### src/rtl/dadda_mul_arbiter.sv
// dadda_mul_arbiter
// Round-robin front end that time-shares one combinational multiplier among
// NREQ requesters. A granted operand pair is registered onto the multiplier
// inputs, given one cycle to settle, and the product is returned together
// with the owning requester's index over a valid/ready response port.
module dadda_mul_arbiter #(
  parameter int NREQ  = 4,
  parameter int WIDTH = 4
) (
  input  logic                    clock,
  input  logic                    reset,
  input  logic [NREQ-1:0]         req_valid,
  input  logic [NREQ*WIDTH-1:0]   req_a,
  input  logic [NREQ*WIDTH-1:0]   req_b,
  output logic [NREQ-1:0]         req_ready,
  output logic [WIDTH-1:0]        mul_a,
  output logic [WIDTH-1:0]        mul_b,
  input  logic [2*WIDTH-1:0]      mul_product,
  output logic                    rsp_valid,
  input  logic                    rsp_ready,
  output logic [1:0]              rsp_id,
  output logic [2*WIDTH-1:0]      rsp_product,
  output logic                    busy
);

  // Index width for selecting one of the requesters.
  localparam int IW = (NREQ > 1) ? $clog2(NREQ) : 1;

  // After reset the pointer sits on the last requester so requester 0 wins first.
  localparam logic [1:0] LAST_RST = 2'(NREQ - 1);

  typedef enum logic [1:0] {
    IDLE = 2'd0,
    CALC = 2'd1,
    RESP = 2'd2
  } state_t;

  state_t             state;
  state_t             state_nxt;
  logic [1:0]         last_grant;
  logic               found;
  logic [1:0]         pick;
  logic               accept;
  logic [WIDTH-1:0]   sel_a;
  logic [WIDTH-1:0]   sel_b;

  // Round-robin search: first valid requester starting just after last_grant.
  always_comb begin
    int slot;
    // NOTE: every combinational output gets a default before any branch, so no
    // path leaves it unassigned and no latch is inferred.
    found = 1'b0;
    pick  = '0;
    slot  = 0;
    for (int k = 1; k <= NREQ; k++) begin
      slot = (int'(last_grant) + k) % NREQ;
      if (!found && req_valid[IW'(slot)]) begin
        found = 1'b1;
        pick  = 2'(slot);
      end
    end
  end

  // A transfer happens whenever the arbiter offers a grant; the winner is by
  // construction valid, so the grant itself is the handshake.
  assign accept = (state == IDLE) && found;

  // One-hot grant decode and winner operand selection.
  always_comb begin
    req_ready = '0;
    sel_a     = '0;
    sel_b     = '0;
    for (int i = 0; i < NREQ; i++) begin
      if (pick == 2'(i)) begin
        sel_a = req_a[i*WIDTH +: WIDTH];
        sel_b = req_b[i*WIDTH +: WIDTH];
        if (accept && !reset) begin
          req_ready[i] = 1'b1;
        end
      end
    end
  end

  // Next-state logic: IDLE -> CALC on accept, one settle cycle, RESP until taken.
  always_comb begin
    state_nxt = state;
    unique case (state)
      IDLE:    if (accept)    state_nxt = CALC;
      CALC:                   state_nxt = RESP;
      RESP:    if (rsp_ready) state_nxt = IDLE;
      default:                state_nxt = IDLE;
    endcase
  end

  // State register.
  always_ff @(posedge clock or posedge reset) begin
    // NOTE: sequential state uses non-blocking assignments so every register
    // samples pre-edge values, independent of statement order.
    if (reset) begin
      state <= IDLE;
    end else begin
      state <= state_nxt;
    end
  end

  // Operand, ownership and result registers; all change only at their own event.
  always_ff @(posedge clock or posedge reset) begin
    if (reset) begin
      mul_a       <= '0;
      mul_b       <= '0;
      rsp_id      <= '0;
      last_grant  <= LAST_RST;
      rsp_product <= '0;
    end else begin
      if (accept) begin
        mul_a      <= sel_a;
        mul_b      <= sel_b;
        rsp_id     <= pick;
        last_grant <= pick;
      end
      if (state == CALC) begin
        rsp_product <= mul_product;
      end
    end
  end

  assign rsp_valid = (state == RESP);
  assign busy      = (state != IDLE);

endmodule

### config.mk
export PLATFORM = sky130hd
export DESIGN_NAME = dadda_mul_arbiter
export DESIGN_NICKNAME = d
export VERILOG_FILES = /design/src/rtl/dadda_mul_arbiter.sv
export SDC_FILE = /design/constraint.sdc
export NUM_CORES = 1
export LEC_CHECK = 0
export ABC_AREA = 1
export ABC_CLOCK_PERIOD_IN_PS = 1900
export BUFFER_PORTS_ARGS = -buffer_cell sky130_fd_sc_hd__buf_2
export CAP_MARGIN = 10
export CORE_MARGIN = 5
export CORE_UTILIZATION = 30
export CTS_CLUSTER_SIZE = 20
export DETAILED_ROUTE_END_ITERATION = 7
export SYNTH_ARGS = -nofsm -noshare
export SYNTH_HDL_FRONTEND = slang
export SYNTH_SLANG_ARGS = --single-unit
### constraint.sdc
create_clock -name clock -period 1.9 [get_ports clock]
set_input_delay 0.38 -clock clock [delete_from_list [all_inputs] [get_ports clock]]
set_output_delay 0.38 -clock clock [all_outputs]
set_load 0.02 [all_outputs]
==> summary.md, run 1 <==
| Metric | Value |
|---|---|
| # diodes | `0` |
| Logic pwr share | `76.6%` |
| Post-layout min period | `2450 ps` |
| WL/cell | `12.4 um` |
| Setup WS post-layout | `-545 ps` |
| Synth warn | `0` |
| Cell row count | `25` |
| Kind of critical path | `flip-flop to output pin` |
| Starting Density | `31.5%` |
| RSZ-0062 raised after global routing | `true` |
| Number of global-route vias before repair | `1552` |
| Syn_nets | `236` |
| Die footprint | `0.00653 mm2` |
| Leakage | `1.20 nW` |
| Worst-Margin Slew | `343 ps` |
| Final HPWL DP | `3460 um` |
| GP Congestion | `0.844` |
| CTS root buffer | `clkbuf_8` |
| CP max FO | `8` |
| Mapped Cells | `189` |
| Arrival time worst endpoint | `2070 ps` |
| Tot GR Track Use | `13.0%` |
| Int Pwr | `2.55 mW` |
| Initial antenna violation count | `0` |
| Syn-to-layout area delta | `48.2%` |
| Max VDD drop | `0.000904 V` |
| Wire length on met3 | `277 um` |
| Proportion of layout cells with a drive suffix above 1 | `52.9%` |
| Die Y | `80.8 um` |
| Tot Pwr | `5.16 mW` |
| Clock power frac | `6.4%` |
| Post-synth top flop | `dfrtp_1` |
| Commonest cells post-synth | `73 x nand2_1, 21 x nand3_1, 20 x dfrtp_1` |
| I/O pin cnt | `71` |
| Final hold vios | `0` |
| Routed vias/inst | `4.57` |
| Register area share after synthesis | `36.7%` |
| Net Sw Power | `2.61 mW` |
| First-pass GRT wire length | `6710 um` |
| Clk sinks | `22` |
| Startpoint types | `flip-flop` |
| Clk_skew | `2.67 ps` |
| Seq pwr share | `16.9%` |
| Detailed Route WL | `4290 um` |
| Die X | `80.8 um` |
| Clock slew seen by the registers of the worst setup and hold paths | `80 ps` |
| Outcome | `finished, violations left` |
| Synthesized area | `0.00151 mm2` |
| H-tree depth | `1` |
| Final-stage net count | `328` |
| Area share of the largest cell type after synthesis | `33.3%` |
| Detailed Routing Iterations Pass 1 | `4` |
| Hold slack | `221 ps` |
| CP endpoint kind | `output pin` |
| Critical path required time | `1520 ps` |
| # port buffers | `70` |
| CTS Buffer Depth | `2` |
| Fmax | `409 MHz` |
| Max Cap Viol | `0` |
| GRT overflow | `0` |
| Top sig layer | `met4` |
| TritonCTS Buffers | `3` |
| Largest net degree at the start of global routing | `23` |
| DR WL met2 | `2150 um` |
| DR iter-0 viols | `71` |
| DRC | `0` |
| Headroom to the max-slew limit | `77.1%` |
| Synth top area cells | `dfrtp_1 33%, nand2_1 18%, nand4_1 7.5%` |
| Final ANT Viol Nets | `0` |
| Total number of vias | `1587` |
| Synthesized flop and latch total | `22` |
| PwrDens | `2310 mW/mm2` |
| Mean Syn Cell Area | `7.96 um2` |
| Core box area | `0.00479 mm2` |
| CTS tree | `done` |
| Worst min-delay path category | `input port to async pin` |
| Met1 Wirelength | `1780 um` |
| Fin crit share | `129%` |
| Post-synth ARST share | `100%` |
| Post-cts hold buffer count | `0` |
| Post-synthesis cell type count | `23` |
| Latest clock arrival within the worst-skew pair | `260 ps` |
| Slew Limit Fails | `0` |
| Switch share | `50.6%` |
| Synth area leader | `dfrtp_1` |
| Failing checks | `setup timing` |
| Post-synth EDFFs | `0` |
| Final setup fails | `12` |
| Count leader, synth | `nand2_1` |
==> placed cells by master, fill, tap and decap left out, drive strengths merged <==
cell,Yosys,final
buf,6,94
nand2,82,82
nand3,22,22
dfrtp,20,20
nand4,19,19
inv,15,15
mux2,8,8
nor2,8,8
clkbuf,1,4
o21ai,2,2
nor3,2,2
dfstp,2,2
nand3b,1,1
a21oi,1,1
==> registers in the layout, summed over array words and instances (netlist names) <==
signal,flops
last_grant,2
mul_a,4
mul_b,4
rsp_id,2
rsp_product,8
state,2
==> critical path, stage by stage (launching register included) <==
cell,delay [ps]
dfstp_2,640
inv_4,80
nand2_1,90
nand2_1,90
nand2_2,80
nand2_2,80
nor2_8,130
nand4_4,110
nand3_4,170
nand2_2,90
nor2_4,110
buf_6,120
==> layout make-up <==
| type | instances | area (um2) |
|---|---|---|
| inverter | 15 | 58.8 |
| timing repair buffer | 94 | 579 |
| multi-input combinational | 145 | 901 |
| clock buffer | 4 | 55.1 |
| tap | 67 | 83.8 |
| sequential | 22 | 553 |
| fill | 460 | 2550 |
==> power groups by stage <==
stage          sequential, mW  clock (mW)  combinational, mW
2_1_floorplan            1.08           0               2.53
3_5_place_dp            0.876           0               3.62
6_report                0.872       0.333               3.95
3_3_place_gp            0.872           0               3.61
4_1_cts                 0.871       0.346               3.85
5_1_grt                 0.910       0.357               4.34
==> metrics by stage <==
stage	setup slack, ps	cells	utilization, %	setup TNS (ps)	instance area [um2]
6_report	-545	347	46.6	-5320	2230
5_1_grt	-697	347	46.6	-7890	2230
4_1_cts	-547	345	45.6	-4590	2180
3_5_place_dp	-356	336	42.8	-3850	2050
3_3_place_gp	-312	336	42.8	-3420	2050
2_1_floorplan	-187	189	-	-692	1560
==> metal layers <==
metal  vias up  track usage (%)
met1       734             16.3
li1        805                -
met3         7             3.77
met5         -                0
met4         0             5.74
met2        41             20.6
==> final timing paths <==
check	startpoint	end	slack (ps)	depth (start not counted)
min	reset	rsp_product[2]$_DFFE_PP0N_	220	3
min in group clock	mul_product[2]	rsp_product[2]$_DFFE_PP0N_	340	2
max reg2reg	last_grant[0]$_DFFE_PP1P_	mul_a[0]$_DFFE_PP0P_	-430	15
max	last_grant[0]$_DFFE_PP1P_	req_ready[1]	-550	11
max in group asynchronous	reset	last_grant[1]$_DFFE_PP1P_	1410	3
min reg2reg	mul_b[2]$_DFFE_PP0P_	mul_b[2]$_DFFE_PP0P_	480	2
==> kinds of logic after synthesis <==
group                  Yosys count  synth area share (%)
flip-flops                      22                  36.7
AND/OR/NAND/NOR                134                  46.6
AO/OA/AOI/OAI                    3                  1.25
buffers and inverters           22                  9.39
multiplexers                     8                  5.99
==> what timing repair did <==
action | in CTS | in global routing
gates cloned | 0 | 0
gates resized for setup | 14 | 11
setup endpoints to repair | 14 | 16
pin swaps | 3 | 1
setup buffers | 5 | 2
No activity file was read; power rests on OpenSTA's default activity.
==> run 2: changes to the inputs <==
--- a/config.mk
+++ b/config.mk
@@ -9,10 +9,11 @@
 export ABC_CLOCK_PERIOD_IN_PS = 1900
 export BUFFER_PORTS_ARGS = -buffer_cell sky130_fd_sc_hd__buf_2
 export CAP_MARGIN = 10
-export CORE_MARGIN = 5
-export CORE_UTILIZATION = 30
+export CORE_MARGIN = 4
+export CORE_UTILIZATION = 42
 export CTS_CLUSTER_SIZE = 20
 export DETAILED_ROUTE_END_ITERATION = 7
+export PLACE_DENSITY = 0.76
 export SYNTH_ARGS = -nofsm -noshare
 export SYNTH_HDL_FRONTEND = slang
 export SYNTH_SLANG_ARGS = --single-unit
==> run 2 against run 1 <==
Effect of this change:
- the run still ends with setup timing left
- sequential power about the same
- final cell count is 6.9% lower
- critical path depth grew 1
- register-to-register slack lost 80 ps
- critical path type unchanged
- die area down 30%
- clock power down 36%
- count of clock-buffer cells in the layout did not move
- via count up 1.1%
- combinational power fell by 4%
- worst hold slack got worse by 45 ps
- wire length fell by 4.4%
==> summary.md, run 2 (synthesis results as in run 1) <==
| Metric | Value |
|---|---|
| Total number of vias | `1605 (+1.1%)` |
| Post-cts hold buffer count | `0 (unchanged)` |
| Crit path cell chain | `inv_4, nand2_2, nand2_4, nand2_4, nand2_4, nor2_8, nand4_1, nand2_2, inv_2, nand2_4, nor3_4, buf_6` |
| Most frequent cells in the layout | `66 x buf_2, 58 x nand2_1, 20 x dfrtp_1, 19 x nand3_1, 18 x nand4_1` |
| Top sig layer | `met4` |
| # port buffers | `70 (unchanged)` |
| Cell row count | `21 (-16%)` |
| Die footprint | `0.00461 mm2 (-30%)` |
| Initial antenna violation count | `0 (unchanged)` |
| Switch share | `52.9% (+2.3 points)` |
| Fmax | `404 MHz (-1.2%)` |
| CP max-delay cell | `dfstp_2` |
| Top cell by count, worst path | `nand2_4` |
| RSZ-0062 raised after global routing | `true` |
| Post-layout min period | `2480 ps (+30.3 ps)` |
| CP endpoint kind | `output pin` |
| TritonCTS Buffers | `3 (unchanged)` |
| Final-stage net count | `325 (-0.91%)` |
| GP Congestion | `0.787 (-6.8%)` |
| Final ANT Viol Nets | `0 (unchanged)` |
| Worst-Margin Slew | `352 ps (+8.44 ps)` |
| Wire length on met3 | `322 um (+16%)` |
| Clk sinks | `22 (unchanged)` |
| Outcome | `finished, violations left` |
| DR WL met2 | `2020 um (-5.8%)` |
| Proportion of layout cells with a drive suffix above 1 | `53.4% (+0.57 points)` |
| Logic pwr share | `77.7% (+1.1 points)` |
| I/O pin cnt | `71 (unchanged)` |
| Detailed Route WL | `4100 um (-4.4%)` |
| Slew Limit Fails | `0 (unchanged)` |
| Max reg flops | `8 (unchanged)` |
| Syn-to-layout area delta | `44.0%` |
| PwrDens | `2250 mW/mm2 (-2.7%)` |
| Final hold vios | `0 (unchanged)` |
| H-tree depth | `1 (unchanged)` |
| Commonest non-fill, non-tap cell in the layout | `buf_2` |
| Largest register by flop count | `rsp_product` |
| Failing checks | `setup timing` |
| Headroom to the max-slew limit | `76.5% (-0.56 points)` |
| Max Cap Viol | `0 (unchanged)` |
| Final setup fails | `14 (+2)` |
| Final HPWL DP | `3160 um (-8.6%)` |
| Starting Density | `44.4% (+13 points)` |
| Final core utilization | `63.9% (+17 points)` |
| Max VDD drop | `0.00148 V (+63%)` |
| CTS root buffer | `clkbuf_4` |
| Hold slack | `176 ps (-44.7 ps)` |
| # diodes | `0 (unchanged)` |
| Die X | `67.9 um (-16%)` |
| Biggest regs | `rsp_product: 8 flops, mul_a: 4 flops, mul_b: 4 flops` |
| Setup WS post-layout | `-576 ps (-30.3 ps)` |
| Critical path's largest stage delay | `650 ps (about the same)` |
| Net Sw Power | `2.58 mW (-1.2%)` |
| Arrival time worst endpoint | `2100 ps (+30 ps)` |
| Routed vias/inst | `4.97 (+8.6%)` |
| Int Pwr | `2.30 mW (-9.9%)` |
| Fillers | `319 (-31%)` |
| Seq pwr share | `17.9% (+1.0 points)` |
| WL/cell | `12.7 um (+2.7%)` |
| Largest net degree at the start of global routing | `23 (unchanged)` |
| Fin crit share | `130% (+1.6 points)` |
| Clock slew seen by the registers of the worst setup and hold paths | `120 ps (+40 ps)` |
| Latest clock arrival within the worst-skew pair | `300 ps (+40 ps)` |
| CP max FO | `8 (unchanged)` |
| Met1 Wirelength | `1700 um (-4.1%)` |
| Clk_skew | `5.54 ps (+2.87 ps)` |
| Worst min-delay path category | `input port to async pin` |
| Kind of critical path | `flip-flop to output pin` |
| Core box area | `0.00339 mm2 (-29%)` |
| Die Y | `67.9 um (-16%)` |
| Startpoint types | `flip-flop` |
| CTS tree | `done` |
| First-pass GRT wire length | `6420 um (-4.3%)` |
| Critical path required time | `1520 ps (about the same)` |
| Cell area after layout | `0.00217 mm2 (-2.9%)` |
| CTS Buffer Depth | `2 (unchanged)` |
| Detailed Routing Iterations Pass 1 | `4 (unchanged)` |
| GRT overflow | `0 (unchanged)` |
| DRC | `0 (unchanged)` |
| DP Area | `0.00200 mm2 (-2.6%)` |
| DR iter-0 viols | `68 (-4.2%)` |
| Number of global-route vias before repair | `1529 (-1.5%)` |
| Clock power frac | `4.4% (-2.0 points)` |
| Leakage | `1.17 nW (-2.2%)` |
| Tot GR Track Use | `18.2% (+5.2 points)` |
==> run 2: changes by cell type in the layout (fill, tap and decap cells not counted), moves of 2 or more <==
cell	delta
buf_4	-3
o21ai_1	-2
clkbuf_4	+3
clkbuf_8	-4
nand2_4	+4
o21ai_0	+2
nand2_1	-3
==> run 2: critical path, delay by kind of cell, from the launching register on <==
kind	cells	cell delay, ps
buffers and inverters	3	270
flip-flops	1	650
AND/OR/NAND/NOR	9	870
==> run 2: cell type report <==
class	count	area, um2	share of cell area (%)
flip-flops and latches	22	553	25.5
inverters	15	58.8	2.71
well taps	46	57.6	2.66
repair buffers	91	548	25.3
multi-input cells	145	923	42.6
clock buffers	4	26.3	1.21
==> run 2: final timing paths <==
kind / startpoint / end / slack [ps] / depth (start not counted)
min: reset / rsp_product[0]$_DFFE_PP0N_ / 180 / 3
min reg2reg: rsp_id[0]$_DFFE_PP0P_ / rsp_id[0]$_DFFE_PP0P_ / 500 / 2
max reg2reg: last_grant[0]$_DFFE_PP1P_ / mul_b[3]$_DFFE_PP0P_ / -510 / 16
min in group clock: mul_product[0] / rsp_product[0]$_DFFE_PP0N_ / 300 / 2
max in group asynchronous: reset / last_grant[0]$_DFFE_PP1P_ / 1450 / 3
max: last_grant[0]$_DFFE_PP1P_ / req_ready[2] / -580 / 12
==> run 2: timing repair <==
item	CTS	global route
resized for setup	22	9
setup endpoints to repair	16	16
setup buffers	7	0
pin swaps	16	5
==> run 2: per-stage QoR <==
step | cells | setup TNS (ps) | power (mW) | setup slack, ps
global route | 323 | -8990 | 5.29 | -717
CTS | 323 | -6500 | 4.81 | -568
detailed placement | 313 | -4240 | 4.28 | -367
finish | 323 | -6630 | 4.88 | -576
global placement | 313 | -3500 | 4.23 | -324
floorplan | 189 | -692 | 3.62 | -187
==> run 2: power by group through the flow <==
stage          registers (mW)  logic, mW  clock network, mW
6_report                0.874       3.79              0.212
5_1_grt                 0.902       4.14              0.252
4_1_cts                 0.867       3.73              0.219
3_5_place_dp            0.875       3.41                  0
3_3_place_gp            0.871       3.36                  0
2_1_floorplan            1.08       2.53                  0
==> run 2: metal layers <==
layer,up-vias,track usage [%]
met5,-,0
met4,0,3.72
met3,7,4.93
met2,61,32.3
met1,735,22.1
li1,802,-
==> run 3: changes to the inputs <==
--- a/config.mk
+++ b/config.mk
@@ -5,15 +5,14 @@
 export SDC_FILE = /design/constraint.sdc
 export NUM_CORES = 1
 export LEC_CHECK = 0
-export ABC_AREA = 1
 export ABC_CLOCK_PERIOD_IN_PS = 1900
 export BUFFER_PORTS_ARGS = -buffer_cell sky130_fd_sc_hd__buf_2
 export CAP_MARGIN = 10
 export CORE_MARGIN = 4
-export CORE_UTILIZATION = 42
+export CORE_UTILIZATION = 38
 export CTS_CLUSTER_SIZE = 20
 export DETAILED_ROUTE_END_ITERATION = 7
-export PLACE_DENSITY = 0.76
+export PLACE_DENSITY = 0.75
 export SYNTH_ARGS = -nofsm -noshare
 export SYNTH_HDL_FRONTEND = slang
 export SYNTH_SLANG_ARGS = --single-unit
==> run 3 against run 2 <==
Effect of this change:
- the flow still finishes with violations (setup timing)
- wire length shrank 12%
- first-iteration DRC count decreased by 15%
- global-route usage shrank 0.59 points
==> summary.md, run 3 <==
| Metric | Value |
|---|---|
| Die Y | `63.1 um (-7.1%)` |
| Fin cells | `214 (-34%)` |
| Reg2Reg Launch Point | `last_grant[1]$_DFFE_PP1P_` |
| Synth top area cells | `dfrtp_1 43%, mux2i_1 15%, mux2_2 7.8%` |
| Count leader, synth | `dfrtp_1` |
| Worst-Margin Slew | `470 ps (+119 ps)` |
| WL/cell | `16.9 um (+34%)` |
| TritonCTS Buffers | `3 (unchanged)` |
| Die footprint | `0.00398 mm2 (-14%)` |
| # port buffers | `70 (unchanged)` |
| Clk_skew | `4.80 ps (-0.741 ps)` |
| CP max FO | `5 (-3)` |
| Fmax | `457 MHz (+13%)` |
| Setup WS pre-CTS | `-65.4 ps (+302 ps)` |
| # diodes | `0 (unchanged)` |
| Slew Limit Fails | `0 (unchanged)` |
| Setup WS post-layout | `-288 ps (+288 ps)` |
| CP endpoint kind | `output pin` |
| Post-synthesis cell type count | `24 (+4.3%)` |
| Final ANT Viol Nets | `0 (unchanged)` |
| Clock power frac | `11.8% (+7.4 points)` |
| Post-synth top flop | `dfrtp_1` |
| Post-synth ARST share | `100% (unchanged)` |
| Starting Density | `40.7% (-3.7 points)` |
| Hold slack | `165 ps (-11.5 ps)` |
| Switch share | `41.8% (-11 points)` |
| I/O pin cnt | `71 (unchanged)` |
| Cell row count | `19 (-9.5%)` |
| Seq pwr share | `28.0% (+10 points)` |
| Detailed Route WL | `3630 um (-12%)` |
| Clock slew seen by the registers of the worst setup and hold paths | `130 ps (about the same)` |
| Synthesized flop and latch total | `22 (unchanged)` |
| Commonest cells post-synth | `20 x dfrtp_1, 17 x mux2i_1, 13 x nand2_1` |
| Synth area leader | `dfrtp_1` |
| Headroom to the max-slew limit | `68.6% (-7.9 points)` |
| Mapped Cells | `103 (-46%)` |
| Proportion of layout cells with a drive suffix above 1 | `62.8% (+9.4 points)` |
| Largest register by flop count | `rsp_product` |
| R2R Path End | `mul_a[0]$_DFFE_PP0P_` |
| Critical path required time | `1520 ps (about the same)` |
| Post-cts hold buffer count | `0 (unchanged)` |
| Synthesized area | `0.00115 mm2 (-23%)` |
| H-tree depth | `1 (unchanged)` |
| Startpoint types | `flip-flop` |
| Number of global-route vias before repair | `1187 (-22%)` |
| Logic pwr share | `60.1% (-18 points)` |
| Met1 Usage GRT | `21.3% (-0.79 points)` |
| DRC | `0 (unchanged)` |
| GP Congestion | `0.731 (-7.1%)` |
| Routed vias/inst | `5.24 (+5.4%)` |
| Largest net degree at the start of global routing | `14 (-39%)` |
| Latest clock arrival within the worst-skew pair | `310 ps (about the same)` |
| DR iter-0 viols | `58 (-15%)` |
| Max VDD drop | `0.000753 V (-49%)` |
| Net Sw Power | `1.26 mW (-51%)` |
| Fin crit share | `115% (-15 points)` |
| Gr busiest metal | `met2` |
| Global-route track usage on met2 | `32.3% (-0.041 points)` |
| CTS Buffer Depth | `2 (unchanged)` |
| Final hold vios | `0 (unchanged)` |
| Met3 usage | `2.66% (-2.3 points)` |
| Most frequent cells in the layout | `66 x buf_2, 20 x dfrtp_1, 12 x nand2_1, 10 x mux2i_1, 9 x buf_4` |
| Final-stage net count | `231 (-29%)` |
| CP startpoint | `last_grant[1]$_DFFE_PP1P_` |
| Mean Syn Cell Area | `11.2 um2 (+40%)` |
| RSZ-0062 raised after global routing | `true` |
| Final HPWL DP | `2660 um (-16%)` |
| Detailed Routing Iterations Pass 1 | `4 (unchanged)` |
| Inst Count DP | `206 (-34%)` |
| Max reg flops | `8 (unchanged)` |
| Initial antenna violation count | `0 (unchanged)` |
| CTS root buffer | `clkbuf_4` |
| Register area share after synthesis | `48.0% (+11 points)` |
| Worst min-delay path category | `input port to async pin` |
| Die X | `63.1 um (-7.1%)` |
| Outcome | `finished, violations left` |
| Post-layout min period | `2190 ps (-288 ps)` |
| Total number of vias | `1121 (-30%)` |
| Worst Setup EP | `req_ready[2]` |
| CTS tree | `done` |
| Clk sinks | `22 (unchanged)` |
| Final setup fails | `4 (-10)` |
| Leakage | `0.918 nW (-22%)` |
| Max Cap Viol | `0 (unchanged)` |
| Int Pwr | `1.76 mW (-23%)` |
| R2R depth | `7 (-9)` |
| Setup tns final | `-1060 ps (+5570 ps)` |
| GRT overflow | `0 (unchanged)` |
| Synth warn | `0 (unchanged)` |
| Syn-to-layout area delta | `56.9%` |
| Area share of the largest cell type after synthesis | `43.4% (+10 points)` |
| Syn_nets | `150 (-36%)` |
| Tot Pwr | `3.02 mW (-38%)` |
| Kind of critical path | `flip-flop to output pin` |
| PwrDens | `1670 mW/mm2 (-26%)` |
| Commonest non-fill, non-tap cell in the layout | `buf_2` |
| Core box area | `0.00283 mm2 (-17%)` |
| Internal reg-to-reg setup slack | `60 ps (+570 ps)` |
| Biggest regs | `rsp_product: 8 flops, mul_a: 4 flops, mul_b: 4 flops` |
| Post-synth EDFFs | `0 (unchanged)` |
| Tot GR Track Use | `17.6% (-0.59 points)` |
| Failing checks | `setup timing` |
| Arrival time worst endpoint | `1810 ps (-290 ps)` |
| First-pass GRT wire length | `5640 um (-12%)` |
## run 3: changes by cell type after synthesis, moves of 8 or more
cell / before / now
nand2_1: 73 / 13
nand3_1: 21 / 0
nand4_1: 18 / 0
mux2i_1: 0 / 17
inv_1: 11 / 3
o221ai_1: 0 / 8
## run 3: kinds of logic after synthesis
logic type | Yosys count | synth area share, %
flip-flops | 22 | 48.0
AO/OA/AOI/OAI | 16 | 12.1
AND/OR/NAND/NOR | 30 | 12.4
multiplexers | 25 | 22.6
buffers and inverters | 10 | 4.99
## run 3: area by class of cell
type | instances | area [um2]
clock buffer | 3 | 22.5
clock inverter | 1 | 30.0
fill | 214 | 1020
inverter | 4 | 15.0
multi-input combinational | 71 | 663
sequential | 22 | 553
tap | 31 | 38.8
timing repair buffer | 82 | 485
## run 3: repair_timing
action,CTS,global route
setup endpoints to repair,4,10
buffers inserted,4,0
pin swaps,3,1
gates resized for setup,13,17
## run 3: critical path, stage by stage (launching register included)
cell      delay [ps]
dfstp_2          600
mux2i_2          270
o221ai_4         160
buf_6            160
nor3_4           160
buf_6            150
## run 3: per-layer routing
layer,part of all wire [%],vias to the layer above
met5,0,-
met4,2.1,0
met3,5.9,6
met1,35,545
met2,57,41
li1,-,529
## run 3: power groups by stage
stage / Clock [mW] / Sequential [mW] / Combinational [mW]
after floorplan: 0 / 1.09 / 0.814
final: 0.357 / 0.846 / 1.82
after global routing: 0.388 / 0.882 / 1.95
after global placement: 0 / 0.840 / 1.49
after detailed placement: 0 / 0.860 / 1.53
after CTS: 0.363 / 0.846 / 1.66
## run 3: worst min path at each step
stage | end | cells past startpoint | startpoint
6_report | mul_b[2]$_DFFE_PP0P_ | 2 | reset
5_1_grt | mul_b[3]$_DFFE_PP0P_ | 2 | reset
4_1_cts | mul_b[3]$_DFFE_PP0P_ | 2 | reset
3_5_place_dp | mul_a[0]$_DFFE_PP0P_ | 2 | mul_a[0]$_DFFE_PP0P_
3_3_place_gp | rsp_id[1]$_DFFE_PP0P_ | 2 | rsp_id[1]$_DFFE_PP0P_
2_1_floorplan | mul_a[0]$_DFFE_PP0P_ | 1 | reset
## run 3: stage by stage
| stage | area [um2] | utilization (%) |
|---|---|---|
| after floorplan | 1190 | - |
| after global placement | 1590 | 56.3 |
| after detailed placement | 1590 | 56.3 |
| after CTS | 1720 | 60.8 |
| after global routing | 1810 | 63.9 |
| final | 1810 | 63.9 |
